--- src/rtl/frq_pkg.sv ---
// -----------------------------------------------------------------------------
// frq_pkg
// Shared definitions for the frequency-select divider and the code meter.
// Both ends derive periods from period_of(), so the code-to-period mapping
// stays identical on the transmit and receive sides.
//   NUM_CODES : number of select codes (32)
//   CODE_W    : width of a select code
//   CNT_W     : width of the period counter
//   MC_W      : width of the consecutive-match counter
//   state_e   : meter FSM states
// -----------------------------------------------------------------------------
package frq_pkg;

    localparam int NUM_CODES = 32;
    localparam int CODE_W    = 5;
    localparam int CNT_W     = 8;
    localparam int MC_W      = 4;

    typedef enum logic [1:0] {
        IDLE    = 2'd0,
        MEASURE = 2'd1,
        LOCKED  = 2'd2
    } state_e;

    // Period in clk cycles produced by select code k: P(k) = 2*(k+1).
    function automatic logic [CNT_W-1:0] period_of(input logic [CODE_W-1:0] code);
        logic [CNT_W-1:0] ext;
        ext       = {3'b000, code};
        period_of = (ext + 8'd1) << 1;
    endfunction

    // Absolute difference of two counter values.
    function automatic logic [CNT_W-1:0] abs_diff(input logic [CNT_W-1:0] a,
                                                  input logic [CNT_W-1:0] b);
        logic [CNT_W-1:0] d;
        if (a >= b) begin
            d = a - b;
        end else begin
            d = b - a;
        end
        abs_diff = d;
    endfunction

endpackage

--- src/rtl/frq_edge_sync.sv ---
// -----------------------------------------------------------------------------
// frq_edge_sync
// Brings the asynchronous measured signal into the clk domain with a 2-FF
// synchronizer and produces a one-cycle pulse on each synchronized rising
// edge using one further delay FF. The pulse is consumed at the third clk
// edge after the input rises; that latency is constant and cancels out of
// edge-to-edge period measurements.
// Ports:
//   clk      in  system clock
//   reset_n  in  asynchronous active-low reset (clears the synchronizer)
//   sig_i    in  asynchronous input signal
//   rise_o   out one-cycle rising-edge pulse
// -----------------------------------------------------------------------------
module frq_edge_sync (
    input  logic clk,
    input  logic reset_n,
    input  logic sig_i,
    output logic rise_o
);

    logic sync1_q;
    logic sync2_q;
    logic dly_q;

    // Synchronizer chain and edge-detect delay stage.
    always_ff @(posedge clk or negedge reset_n) begin
        if (!reset_n) begin
            sync1_q <= 1'b0;
            sync2_q <= 1'b0;
            dly_q   <= 1'b0;
        end else begin
            sync1_q <= sig_i;
            sync2_q <= sync1_q;
            dly_q   <= sync2_q;
        end
    end

    // Both operands are flops, so the pulse is glitch-free.
    assign rise_o = sync2_q & ~dly_q;

endmodule

--- src/rtl/frq_code_meter.sv ---
// -----------------------------------------------------------------------------
// frq_code_meter
// Measures the period of sig_in in clk cycles, decodes it to the 5-bit
// frequency-select code that produced it and reports lock / error /
// loss-of-signal status. All outputs are registered.
// Parameters:
//   TOL        allowed |measured - P(k)| for a match
//   LOCK_COUNT consecutive identical matches needed to lock (1..15)
//   TIMEOUT    cycles without a rising edge before signal loss (< 255)
// Ports:
//   clk        in  system clock
//   reset_n    in  asynchronous active-low reset
//   sig_in     in  asynchronous measured signal
//   code_out   out decoded code, holds last locked value
//   code_valid out one-cycle pulse per matched measurement while locked
//   locked     out decoded code is stable
//   err        out one-cycle pulse when a period matches no code
//   no_signal  out no rising edge seen within TIMEOUT cycles
// -----------------------------------------------------------------------------
module frq_code_meter
    import frq_pkg::*;
#(
    parameter int TOL        = 0,
    parameter int LOCK_COUNT = 4,
    parameter int TIMEOUT    = 200
) (
    input  logic              clk,
    input  logic              reset_n,
    input  logic              sig_in,
    output logic [CODE_W-1:0] code_out,
    output logic              code_valid,
    output logic              locked,
    output logic              err,
    output logic              no_signal
);

    localparam logic [CNT_W-1:0] TOL_C     = CNT_W'(TOL);
    localparam logic [CNT_W-1:0] TIMEOUT_C = CNT_W'(TIMEOUT);
    localparam logic [MC_W-1:0]  LOCK_C    = MC_W'(LOCK_COUNT);
    localparam logic [CNT_W-1:0] CNT_MAX   = {CNT_W{1'b1}};
    localparam logic [MC_W-1:0]  MC_MAX    = {MC_W{1'b1}};

    logic                  rise_s;
    logic [NUM_CODES-1:0]  hit_s;
    logic                  match_found_s;
    logic [CODE_W-1:0]     match_code_s;
    logic [MC_W-1:0]       mc_inc_s;

    state_e                state_q,      state_d;
    logic [CNT_W-1:0]      cnt_q,        cnt_d;
    logic [MC_W-1:0]       match_cnt_q,  match_cnt_d;
    logic [CODE_W-1:0]     last_code_q,  last_code_d;
    logic [CODE_W-1:0]     code_out_q,   code_out_d;
    logic                  code_valid_q, code_valid_d;
    logic                  locked_q,     locked_d;
    logic                  err_q,        err_d;
    logic                  no_signal_q,  no_signal_d;

    frq_edge_sync u_edge_sync (
        .clk     (clk),
        .reset_n (reset_n),
        .sig_i   (sig_in),
        .rise_o  (rise_s)
    );

    // Decode ROM: flag every code within tolerance, then pick the lowest.
    always_comb begin
        hit_s        = '0;
        match_code_s = '0;
        for (int k = 0; k < NUM_CODES; k++) begin
            hit_s[k] = (abs_diff(cnt_q, period_of(CODE_W'(k))) <= TOL_C);
        end
        // Descending scan so the lowest matching code is written last.
        for (int k = NUM_CODES - 1; k >= 0; k--) begin
            match_code_s = hit_s[k] ? CODE_W'(k) : match_code_s;
        end
        match_found_s = |hit_s;
    end

    // Next-state, counter and output logic of the measurement FSM.
    always_comb begin
        state_d      = state_q;
        match_cnt_d  = match_cnt_q;
        last_code_d  = last_code_q;
        code_out_d   = code_out_q;
        code_valid_d = 1'b0;
        locked_d     = locked_q;
        err_d        = 1'b0;
        no_signal_d  = no_signal_q;
        mc_inc_s     = (match_cnt_q == MC_MAX) ? match_cnt_q : (match_cnt_q + 4'd1);

        // cnt restarts at 1 on every edge so its value at the next edge is the period.
        if (rise_s) begin
            cnt_d = 8'd1;
        end else if (cnt_q == CNT_MAX) begin
            cnt_d = cnt_q;
        end else begin
            cnt_d = cnt_q + 8'd1;
        end

        case (state_q)
            IDLE: begin
                // First edge only starts the period counter.
                if (rise_s) begin
                    no_signal_d = 1'b0;
                    match_cnt_d = 4'd0;
                    state_d     = MEASURE;
                end else begin
                    state_d     = IDLE;
                end
            end

            MEASURE: begin
                if (rise_s) begin
                    if (!match_found_s) begin
                        err_d       = 1'b1;
                        match_cnt_d = 4'd0;
                    end else if (match_code_s == last_code_q) begin
                        match_cnt_d = mc_inc_s;
                    end else begin
                        last_code_d = match_code_s;
                        match_cnt_d = 4'd1;
                    end
                    if (match_found_s && (match_cnt_d >= LOCK_C)) begin
                        state_d      = LOCKED;
                        locked_d     = 1'b1;
                        code_out_d   = last_code_d;
                        code_valid_d = 1'b1;
                    end else begin
                        state_d      = MEASURE;
                    end
                end else if (cnt_q == TIMEOUT_C) begin
                    no_signal_d = 1'b1;
                    locked_d    = 1'b0;
                    match_cnt_d = 4'd0;
                    state_d     = IDLE;
                end else begin
                    state_d     = MEASURE;
                end
            end

            LOCKED: begin
                if (rise_s) begin
                    if (match_found_s && (match_code_s == code_out_q)) begin
                        code_valid_d = 1'b1;
                    end else if (match_found_s) begin
                        locked_d     = 1'b0;
                        last_code_d  = match_code_s;
                        match_cnt_d  = 4'd1;
                        state_d      = MEASURE;
                    end else begin
                        err_d        = 1'b1;
                        locked_d     = 1'b0;
                        match_cnt_d  = 4'd0;
                        state_d      = MEASURE;
                    end
                end else if (cnt_q == TIMEOUT_C) begin
                    no_signal_d = 1'b1;
                    locked_d    = 1'b0;
                    match_cnt_d = 4'd0;
                    state_d     = IDLE;
                end else begin
                    state_d     = LOCKED;
                end
            end

            default: begin
                state_d     = IDLE;
                locked_d    = 1'b0;
                no_signal_d = 1'b1;
                match_cnt_d = 4'd0;
            end
        endcase
    end

    // State, counters and registered outputs.
    always_ff @(posedge clk or negedge reset_n) begin
        if (!reset_n) begin
            state_q      <= IDLE;
            cnt_q        <= 8'd0;
            match_cnt_q  <= 4'd0;
            last_code_q  <= 5'd0;
            code_out_q   <= 5'd0;
            code_valid_q <= 1'b0;
            locked_q     <= 1'b0;
            err_q        <= 1'b0;
            no_signal_q  <= 1'b1;
        end else begin
            state_q      <= state_d;
            cnt_q        <= cnt_d;
            match_cnt_q  <= match_cnt_d;
            last_code_q  <= last_code_d;
            code_out_q   <= code_out_d;
            code_valid_q <= code_valid_d;
            locked_q     <= locked_d;
            err_q        <= err_d;
            no_signal_q  <= no_signal_d;
        end
    end

    assign code_out   = code_out_q;
    assign code_valid = code_valid_q;
    assign locked     = locked_q;
    assign err        = err_q;
    assign no_signal  = no_signal_q;

endmodule

--- config.mk ---
export PLATFORM = sky130hd
export DESIGN_NAME = frq_code_meter
export DESIGN_NICKNAME = d
export VERILOG_FILES = /design/src/rtl/frq_pkg.sv /design/src/rtl/frq_edge_sync.sv /design/src/rtl/frq_code_meter.sv
export SDC_FILE = /design/constraint.sdc
export NUM_CORES = 1
export LEC_CHECK = 0
export ABC_AREA = 1
export ABC_CLOCK_PERIOD_IN_PS = 9800
export BUFFER_PORTS_ARGS = -buffer_cell sky130_fd_sc_hd__buf_4
export CORE_ASPECT_RATIO = 1.2
export CORE_MARGIN = 8
export CORE_UTILIZATION = 35
export CTS_BUF_LIST = sky130_fd_sc_hd__clkbuf_2 sky130_fd_sc_hd__clkbuf_4 sky130_fd_sc_hd__clkbuf_8
export DETAILED_ROUTE_END_ITERATION = 8
export SLEW_MARGIN = 30
export SYNTH_ARGS = -nofsm -noshare
export SYNTH_HDL_FRONTEND = slang
export SYNTH_SLANG_ARGS = --single-unit
--- constraint.sdc ---
create_clock -name clk -period 9.8 [get_ports clk]
set_input_delay 1.47 -clock clk [delete_from_list [all_inputs] [get_ports clk]]
set_output_delay 1.47 -clock clk [all_outputs]
set_load 0.01 [all_outputs]
=== Yosys cells after proc, flatten, opt, wreduce, memory -nomap -nowiden ===
Cells that the tools add are included.

* Add/subtract/negate cells: 66
* $mul: 0
* Div/mod/pow operators: 0
* $lt $le $gt $ge: 65
* Eq/ne operators: 17
* Shift operators: 0
* Muxes and demuxes: 113
* Bitwise gates (word level): 3
* Reductions and logical operators: 11

{| class="wikitable"
|+ Operator list
! kind !! number
|-
| $mux 8 || 34
|-
| $le 8x1->1 const B || 32
|-
| $mux 5 || 38
|-
| $ge 8x6->1 const B || 16
|-
| $sub 6x8->8 const A || 16
|-
| $sub 8x6->8 const B || 16
|-
| $ge 8x5->1 const B || 8
|-
| $sub 5x8->8 const A || 8
|-
| $sub 8x5->8 const B || 8
|-
| $mux 4 || 10
|-
| $ge 8x4->1 const B || 4
|-
| $reduce_or 32->1 || 1
|-
| $sub 4x8->8 const A || 4
|-
| $sub 8x4->8 const B || 4
|-
| $mux 1 || 19
|-
| $eq 8x8->1 const B || 2
|-
| $ge 8x3->1 const B || 2
|-
| $sub 3x8->8 const A || 2
|-
| $sub 8x3->8 const B || 2
|-
| $ne 2x2->1 const B || 7
|-
| $pmux 4 s3 || 1
|-
| $eq 5x5->1 || 2
|-
| $mux 2 || 5
|-
| $pmux 5 s2 || 1
|-
| 26 further kinds || 33
|}

* Bits in registers: 31
* Latch bits: 0
* Bits in writable memories: 0
* ROM bits: 0
* Output and inout bits: 9
* Logic and storage cells: 287
* Memories kept: 0

=== Longest topological paths before layout ===
Gate-level depths: netlist of the first run.

* Word-level depth: 45
* Gate-level depth with buffers: 54
* Gate-level depth less buffers: 50

=== Modules after synthesis ===
A second synthesis of the first run with hierarchy kept.

* Cell total of the unflattened synthesis: 1190
* Area total of the unflattened synthesis: 7103.1 sq um

{| class="wikitable"
|+ Modules (own cells, without submodules)
! module !! times used !! cells each !! area each (sq um)
|-
| frq_code_meter || 1 || 1185 || 7018.0
|-
| frq_edge_sync || 1 || 5 || 85.1
|}

=== Worst setup path before layout of the first run ===
No wires, ideal clock.

* Path type: flip-flop to flip-flop
* Start point: reg cnt_q[6]
* End point: reg code_out_q[4] (netlist: code_out[4])
* Library setup time: 0.123 ns
* Arrival time: 4.644 ns
* Slack: 5.032 ns
* Stages on the path, launching flop included: 30
* Path buffers: 7
* Period minus slack after synthesis: 4.768 ns
* Cells stage by stage: dfrtp_1 -> buf_4 -> inv_1 -> clkbuf_1 -> clkbuf_1 -> buf_2 -> ha_1 -> buf_2 -> inv_1 -> buf_2 -> nor2_1 -> inv_2 -> o221ai_1 -> inv_1 -> nand2_1 -> a22oi_1 -> xor2_1 -> nor4_1 -> nor2_1 -> and3_1 -> nand2_1 -> nor2_1 -> xor2_1 -> a21oi_1 -> o21ai_1 -> nor4_4 -> o2111ai_2 -> buf_6 -> nand2_1 -> o21ai_2

* Word-level cells in the longest chain between the ends: 43
* Elaborated cells between the ends (all ways): 203
* Classes of those cells: add/sub (64); order compare (65); eq/ne (1); mux (70); reduce/logical (3)

{| class="wikitable"
|+ Ends and longest elaborated chain
! item !! line !! source
|-
| start: declaration || frq_code_meter.sv:50 || <nowiki>logic [CNT_W-1:0] cnt_q, cnt_d;</nowiki>
|-
| start signal: assignment || frq_code_meter.sv:190 || <nowiki>cnt_q <= cnt_d;</nowiki>
|-
| $sub 7x8->8, or another cell as far along || frq_pkg.sv:39 || <nowiki>d = b - a;</nowiki>
|-
| $mux 8 || frq_pkg.sv:36 || <nowiki>if (a >= b) begin</nowiki>
|-
| $le 8x1->1 || frq_code_meter.sv:71 || <nowiki>hit_s[k] = (abs_diff(cnt_q, period_of(CODE_W'(k))) <= TOL_C);</nowiki>
|-
| $mux 5 (32 in a row) || frq_code_meter.sv:75 || <nowiki>match_code_s = hit_s[k] ? CODE_W'(k) : match_code_s;</nowiki>
|-
| $eq 5x5->1 || frq_code_meter.sv:118 || <nowiki>end else if (match_code_s == last_code_q) begin</nowiki>
|-
| $mux 4 || frq_code_meter.sv:118 ||
|-
| $mux 4 || frq_code_meter.sv:115 || <nowiki>if (!match_found_s) begin</nowiki>
|-
| $mux 4 || frq_code_meter.sv:114 || <nowiki>if (rise_s) begin</nowiki>
|-
| $mux 4 || frq_code_meter.sv:101 || <nowiki>case (state_q)</nowiki>
|-
| $ge 4x3->1 || frq_code_meter.sv:124 || <nowiki>if (match_found_s && (match_cnt_d >= LOCK_C)) begin</nowiki>
|-
| $logic_and 1x1->1 || frq_code_meter.sv:124 ||
|-
| $reduce_and 3->1 (no source line) || -- ||
|-
| end signal: assignment || frq_code_meter.sv:193 || <nowiki>code_out_q <= code_out_d;</nowiki>
|-
| end: declaration || frq_code_meter.sv:53 || <nowiki>logic [CODE_W-1:0] code_out_q, code_out_d;</nowiki>
|}

Parallel ways exist; a longest one is shown, timed or not. The select of a mux whose other input is x is not followed.
A chain may end at the register's enable or synchronous reset.

=== Final worst setup path of the first run ===
* Start point: reg cnt_q[5]
* End point: reg code_out_q[0] (netlist: code_out[0])

The elaborated chain is that of the path after synthesis.

==> results.ini, run 1 <==
[sta]
report.final.slew_viol_count = 0
rsz0062_at_grt = false
max_freq_mhz = 154
setup_viol = 0
setup-tns-final_ps = 0
tightest_slew_ps = 1020
final.min_clock_period_ps = 6480
slew_headroom_pct = 30.5
finClkSkew_ps = 3.36
hold_ws_ps = 363
final.period_utilization_pct = 66.1
hold_viol = 0

[routing]
drtPass1Iterations = 6
met1_length_mm = 12.2
drt_wl_total_mm = 32.3
drt_iter0_markers = 1161
wl_met2_mm = 14.1
dr_total_vias = 8655
routedWlPerCell_um = 22.6
viasPerCell = 6.05
maxUsedRoutingLayer = met4
post-route-drc-count = 0
met3_length_mm = 3.03
final_antenna_net_count = 0

[layout]
drive_gt1_share_pct = 6.33
n_antenna_cell = 0
post-route-util_pct = 37.2
nNetsFinal = 1208
syn2layout_area_growth_pct = 4.98
stdcell_count = 1430
fillerInstances = 2270

[synthesis]
synth_area_leaders = nand2_1 (16%), dfrtp_1 (11%), o21ai_0 (9.2%), xor2_1 (8.9%), inv_1 (8.2%)
synth_largest_area_cell = nand2_1
ys_seq_area_share_pct = 11.3
async_flop_share_pct = 100
yosysWarnings = 0
ys_ff_latch = 31
syn_inst = 1189
syn-num-nets = 1229
synthFlopType = dfrtp_1
synth_edf_count = 0
syn-cell-area_um2 = 6900
synth_top_area_share_pct = 16.1
syn_area_per_cell_um2 = 5.81
synth_cell_types = 62

[floorplan]
start_util_pct = 35.4
die_w_um = 144
fp.dieH_um = 170
coreArea_um2 = 19500
num_rows = 56
top_level_ports = 12
die-area_um2 = 24500

[power]
p_per_area_nw_per_um2 = 291
irDropWorstVdd_mv = 0.154
p_leak_nw = 3.49

[run]
drv_cap = 0

[clock_network]
cts_resized = 0
ctsHoldBuffers = 0
cts_buffer_depth = 2
postCtsSetupBuffers = 0
cts_buffers = 5
worst_skew_pair.late_latency_ps = 280
cts_sinks = 31
cts_tree = built
h-tree-depth = 2
clkTransAtPathRegs_ps = 60
cts_root_buf = clkbuf_8

[setup_path]
worstPathMaxFanout = 38
path_depth = 24
crit_arrival_ps = 6630
start_kind = register
reg2reg_setup_slack_ps = 3320
cp_slowest_stage_delay_ps = 880
path_class = reg2reg
cp_top_family = compound AO/OA/AOI/OAI gates
critPathSlowestCell = a2111oi_0
end_kind = register
cp_cell_sequence = buf_4 -> inv_2 -> ha_1 -> inv_1 -> nor2_1 -> inv_2 -> o221ai_2 -> inv_1 -> nand2_1 -> o21ai_1 -> xor2_1 -> a2111oi_0 -> nor2_1 -> nand2_1 -> nor3_1 -> nand2_1 -> nor2_1 -> xor2_1 -> a21oi_1 -> o21ai_1 -> nor4_4 -> o2111ai_2 -> nand2_1 -> o21ai_2
reg2reg_depth = 24
cp_common_cell = nand2_1
required_ps = 9950
critPathBufInv = 5

[grt]
grt_pass1_vias = 8328
antenna_found_initial = 0
grt_pass1_wl_mm = 49.2
grt_max_degree = 39
grt_overflow = 0
grt_util_all_layers_pct = 26.2

[placement]
io_buffers = 11
dp_hpwl_mm = 24.0
place_congestion = 1.05
dpl.cell_count = 1422

[worst_hold_path]
whs_path_depth = 0
holdCritPathClass = reg2reg

[run_status]
outcome = completed

state kept, by name, summed over array words and instances, names as in the netlist:
register / count
code_valid: 1
state_q: 2
u_edge_sync.dly_q: 1
code_out: 5
locked: 1
u_edge_sync.sync1_q: 1
match_cnt_q: 4
u_edge_sync.sync2_q: 1
cnt_q: 8
last_code_q: 5
err: 1
no_signal: 1
where the power goes:
group | switching, mW | internal, mW
combinational | 1.32 | 0.494
clock | 0.0461 | 0.0587
sequential | 0.0385 | 0.152
final timing paths:
check / from / end
max: cnt_q[5]$_DFFE_PN0P_ / code_out[0]$_DFFE_PN0P_
min: u_edge_sync.sync1_q$_DFF_PN0_ / u_edge_sync.sync2_q$_DFF_PN0_
max reg2reg: cnt_q[5]$_DFFE_PN0P_ / code_out[0]$_DFFE_PN0P_
min reg2reg: u_edge_sync.sync1_q$_DFF_PN0_ / u_edge_sync.sync2_q$_DFF_PN0_
max in group asynchronous: reset_n / no_signal$_DFFE_PN1P_
min in group asynchronous: reset_n / last_code_q[3]$_DFFE_PN0P_
area by class of cell:
cell class	count	area, um^2	area share, %
Multi-Input combinational cell	947	5280	72.8
Sequential cell	31	778	10.7
Inverter	161	607	8.37
Tap cell	261	327	4.51
Timing Repair Buffer	22	165	2.28
Clock buffer	8	91.3	1.26
stage by stage:
stage          power (mW)  worst slack (ps)  instance area, um^2
6_report             2.11              3320                 7250
5_1_grt              2.26              3000                 7250
3_3_place_gp         1.94              3560                 7140
2_1_floorplan        1.41              5030                 6900
3_5_place_dp         1.93              3410                 7140
4_1_cts              2.04              3390                 7240
per-layer routing:
layer,global-route usage [%],vias up
met2,41.0,559
met4,21.1,0
met3,3.53,159
met5,0,-
li1,-,3943
met1,31.7,3994
cell usage after synthesis, types with 8 or more instances:
cell type,instances
buf_2,21
a211oi_1,8
xor2_1,70
inv_1,151
ha_1,37
nor2_1,90
nand3_1,73
o211ai_1,23
inv_2,9
nand4_1,18
o21ai_0,127
o31ai_1,15
a31oi_1,16
a21oi_1,73
clkbuf_1,18
nand2_1,296
dfrtp_1,30
nor3_1,16
layout by cell type (no fill, tap or decap), types with 7 or more instances in the layout:
cell	synthesis	final
nand2_1	296	296
inv_1	151	151
o21ai_0	127	127
nor2_1	90	90
nand3_1	73	73
a21oi_1	73	73
xor2_1	70	70
ha_1	37	37
dfrtp_1	30	29
o211ai_1	23	23
buf_4	6	22
nand4_1	18	18
a31oi_1	16	16
nor3_1	16	16
o31ai_1	15	15
inv_2	9	9
a211oi_1	8	7
cell families after synthesis:
kind of cell | after synthesis | synth area share [%]
and+or+nand+nor | 522 | 32.4
AOI/OAI and AO/OA | 313 | 27.5
buffers and inverters | 211 | 12.4
xor gates and xnor gates | 75 | 9.62
adders and majority gates | 37 | 6.71
DFF | 31 | 11.3
Power figures use the tool's default switching activity.
==> run 2: changes to the inputs <==
--- a/config.mk
+++ b/config.mk
@@ -6,7 +6,7 @@
 export NUM_CORES = 1
 export LEC_CHECK = 0
 export ABC_AREA = 1
-export ABC_CLOCK_PERIOD_IN_PS = 9800
+export ABC_CLOCK_PERIOD_IN_PS = 5440
 export BUFFER_PORTS_ARGS = -buffer_cell sky130_fd_sc_hd__buf_4
 export CORE_ASPECT_RATIO = 1.2
 export CORE_MARGIN = 8
==> constraint.sdc (replaced) <==
create_clock -name clk -period 5.44 [get_ports clk]
set_input_delay 0.816 -clock clk [delete_from_list [all_inputs] [get_ports clk]]
set_output_delay 0.816 -clock clk [all_outputs]
set_load 0.01 [all_outputs]
==> run 2 against run 1 <==
- sequential power rose by 65%
- critical path depth shrank 1
- setup slack lost 2900 ps
- design area rose by 6.3%
==> results.ini, run 2 (synthesis gave the netlist of run 1 again) <==
[clock_network]
cts_buffers = 5
cts_root_buf = clkbuf_8
clkTransAtPathRegs_ps = 60
cts_sinks = 31
cts_tree = built
cts_buffer_depth = 2
h-tree-depth = 2
worst_skew_pair.late_latency_ps = 290
ctsHoldBuffers = 0

[routing]
drt_iter0_markers = 1030
drtPass1Iterations = 5
drt_wl_total_mm = 35.7
viasPerCell = 6.07
post-route-drc-count = 0
dr_total_vias = 8969
final_antenna_net_count = 0
routedWlPerCell_um = 24.2

[grt]
grt_pass1_wl_mm = 53.8
grt_util_all_layers_pct = 29.4
grt_max_degree = 35
grt_pass1_vias = 8789
antenna_found_initial = 1
grt_overflow = 0

[run_status]
outcome = completed

[floorplan]
num_rows = 56
fp.dieH_um = 170
die-area_um2 = 24500
die_w_um = 144
coreArea_um2 = 19500
start_util_pct = 35.4
top_level_ports = 12

[power]
p_per_area_nw_per_um2 = 543
p_leak_nw = 3.73
irDropWorstVdd_mv = 0.319

[placement]
place_congestion = 1.12
dp_hpwl_mm = 26.9
dpl.cell_count = 1470
io_buffers = 11

[setup_path]
r2r-start = cnt_q[5]$_DFFE_PN0P_
crit_arrival_ps = 5210
cp_cell_sequence = inv_2 -> ha_1 -> inv_1 -> a21oi_1 -> inv_1 -> a2111oi_0 -> o221ai_1 -> a211oi_1 -> buf_4 -> nor2_1 -> and3_1 -> nand2_1 -> nor2_1 -> xor2_1 -> a21oi_1 -> o21ai_1 -> nor4_4 -> buf_4 -> o211ai_1 -> nand2_1 -> nand2_1 -> nand2_1 -> nand2_1
end_kind = register
critPathBufInv = 5
setup.worst_path.start = cnt_q[5]$_DFFE_PN0P_
cp_common_cell = nand2_1
path_class = reg2reg
start_kind = register
critPathSlowestCell = ha_1
cp_slowest_stage_delay_ps = 540
cp_top_family = compound AO/OA/AOI/OAI gates
required_ps = 5610
worstPathMaxFanout = 12

[sta]
slew_headroom_pct = 52.4
final.period_utilization_pct = 92.5
hold_viol = 0
finClkSkew_ps = 6.30
setup_viol = 0
final.min_clock_period_ps = 5030
hold_ws_ps = 356
max_freq_mhz = 199
tightest_slew_ps = 713
report.final.slew_viol_count = 0

[layout]
stdcell_count = 1478
nNetsFinal = 1256
seq_area_um2 = 778
drive_gt1_share_pct = 10.8
fillerInstances = 2207
mostFrequentLayoutCell = nand2_1
multiInputGateArea_um2 = 5340
layout_common_cells = nand2_1 (296), inv_1 (151), o21ai_0 (127)
regMostFlops = cnt_q
syn2layout_area_growth_pct = 11.6
largest_reg_flops = 8
n_antenna_cell = 0

[worst_hold_path]
hold_start = u_edge_sync.sync1_q$_DFF_PN0_
holdCritPathClass = reg2reg

[run]
drv_cap = 0

-- run 2: changes by cell type in the layout (fill, tap and decap cells not counted), moves of 2 or more --
cell / change
a21oi_1: -3
clkbuf_8: +2
a21oi_2: +3
ha_4: +2
buf_4: +46
ha_2: +3
clkbuf_4: -2
ha_1: -5
-- run 2: cell type report --
| type | count | area share, % |
|---|---|---|
| repair buffers | 70 | 7.03 |
| multi-input cells | 947 | 69.4 |
| well taps | 261 | 4.24 |
| clock buffers | 8 | 1.35 |
| inverters | 161 | 7.88 |
| flip-flops and latches | 31 | 10.1 |
-- run 2: metal layers --
metal  vias up  GRT usage (%)  wire [um]
met5         -              0         13
met4         2           25.7       3580
met3       211           5.47       3610
met2       641           45.4      15400
met1      4085           34.3      13100
li1       4030              -          -
-- run 2: per-stage QoR --
| stage | utilization (%) | power [mW] | instance area [um^2] | TNS [ps] | worst slack, ps |
|---|---|---|---|---|---|
| floorplan | - | 2.54 | 6900 | 0 | 672 |
| global placement | 38.6 | 3.83 | 7520 | 0 | 333 |
| detailed placement | 38.6 | 3.76 | 7520 | 0 | 363 |
| CTS | 39.1 | 3.99 | 7620 | 0 | 339 |
| global route | 39.5 | 4.44 | 7700 | -67.3 | -23.3 |
| finish | 39.5 | 4.18 | 7700 | 0 | 406 |
-- run 2: power breakdown --
part           internal [mW]  leakage (nW)  total (mW)  switching, mW
Clock                  0.120        0.0549       0.205         0.0849
Combinational           1.08          3.27        3.66           2.58
Sequential             0.274         0.404       0.313         0.0390
-- run 2: path summary, 6_finish.rpt --
kind / slack, ps / cells past startpoint / end
min: 360 / 0 / u_edge_sync.sync2_q$_DFF_PN0_
max: 410 / 23 / state_q[0]$_DFFE_PN0P_
max in group asynchronous: 4650 / 1 / no_signal$_DFFE_PN1P_
max reg2reg: 410 / 23 / state_q[0]$_DFFE_PN0P_
min in group asynchronous: 450 / 1 / last_code_q[2]$_DFFE_PN0P_
min reg2reg: 360 / 0 / u_edge_sync.sync2_q$_DFF_PN0_
-- run 2: timing repair --
| action | 4_1_cts | 5_1_grt |
|---|---|---|
| hold endpoints to repair | 0 | 0 |
| buffers inserted | 0 | 0 |
| endpoints found under the setup margin | 0 | 18 |
| resized for setup | 0 | 16 |
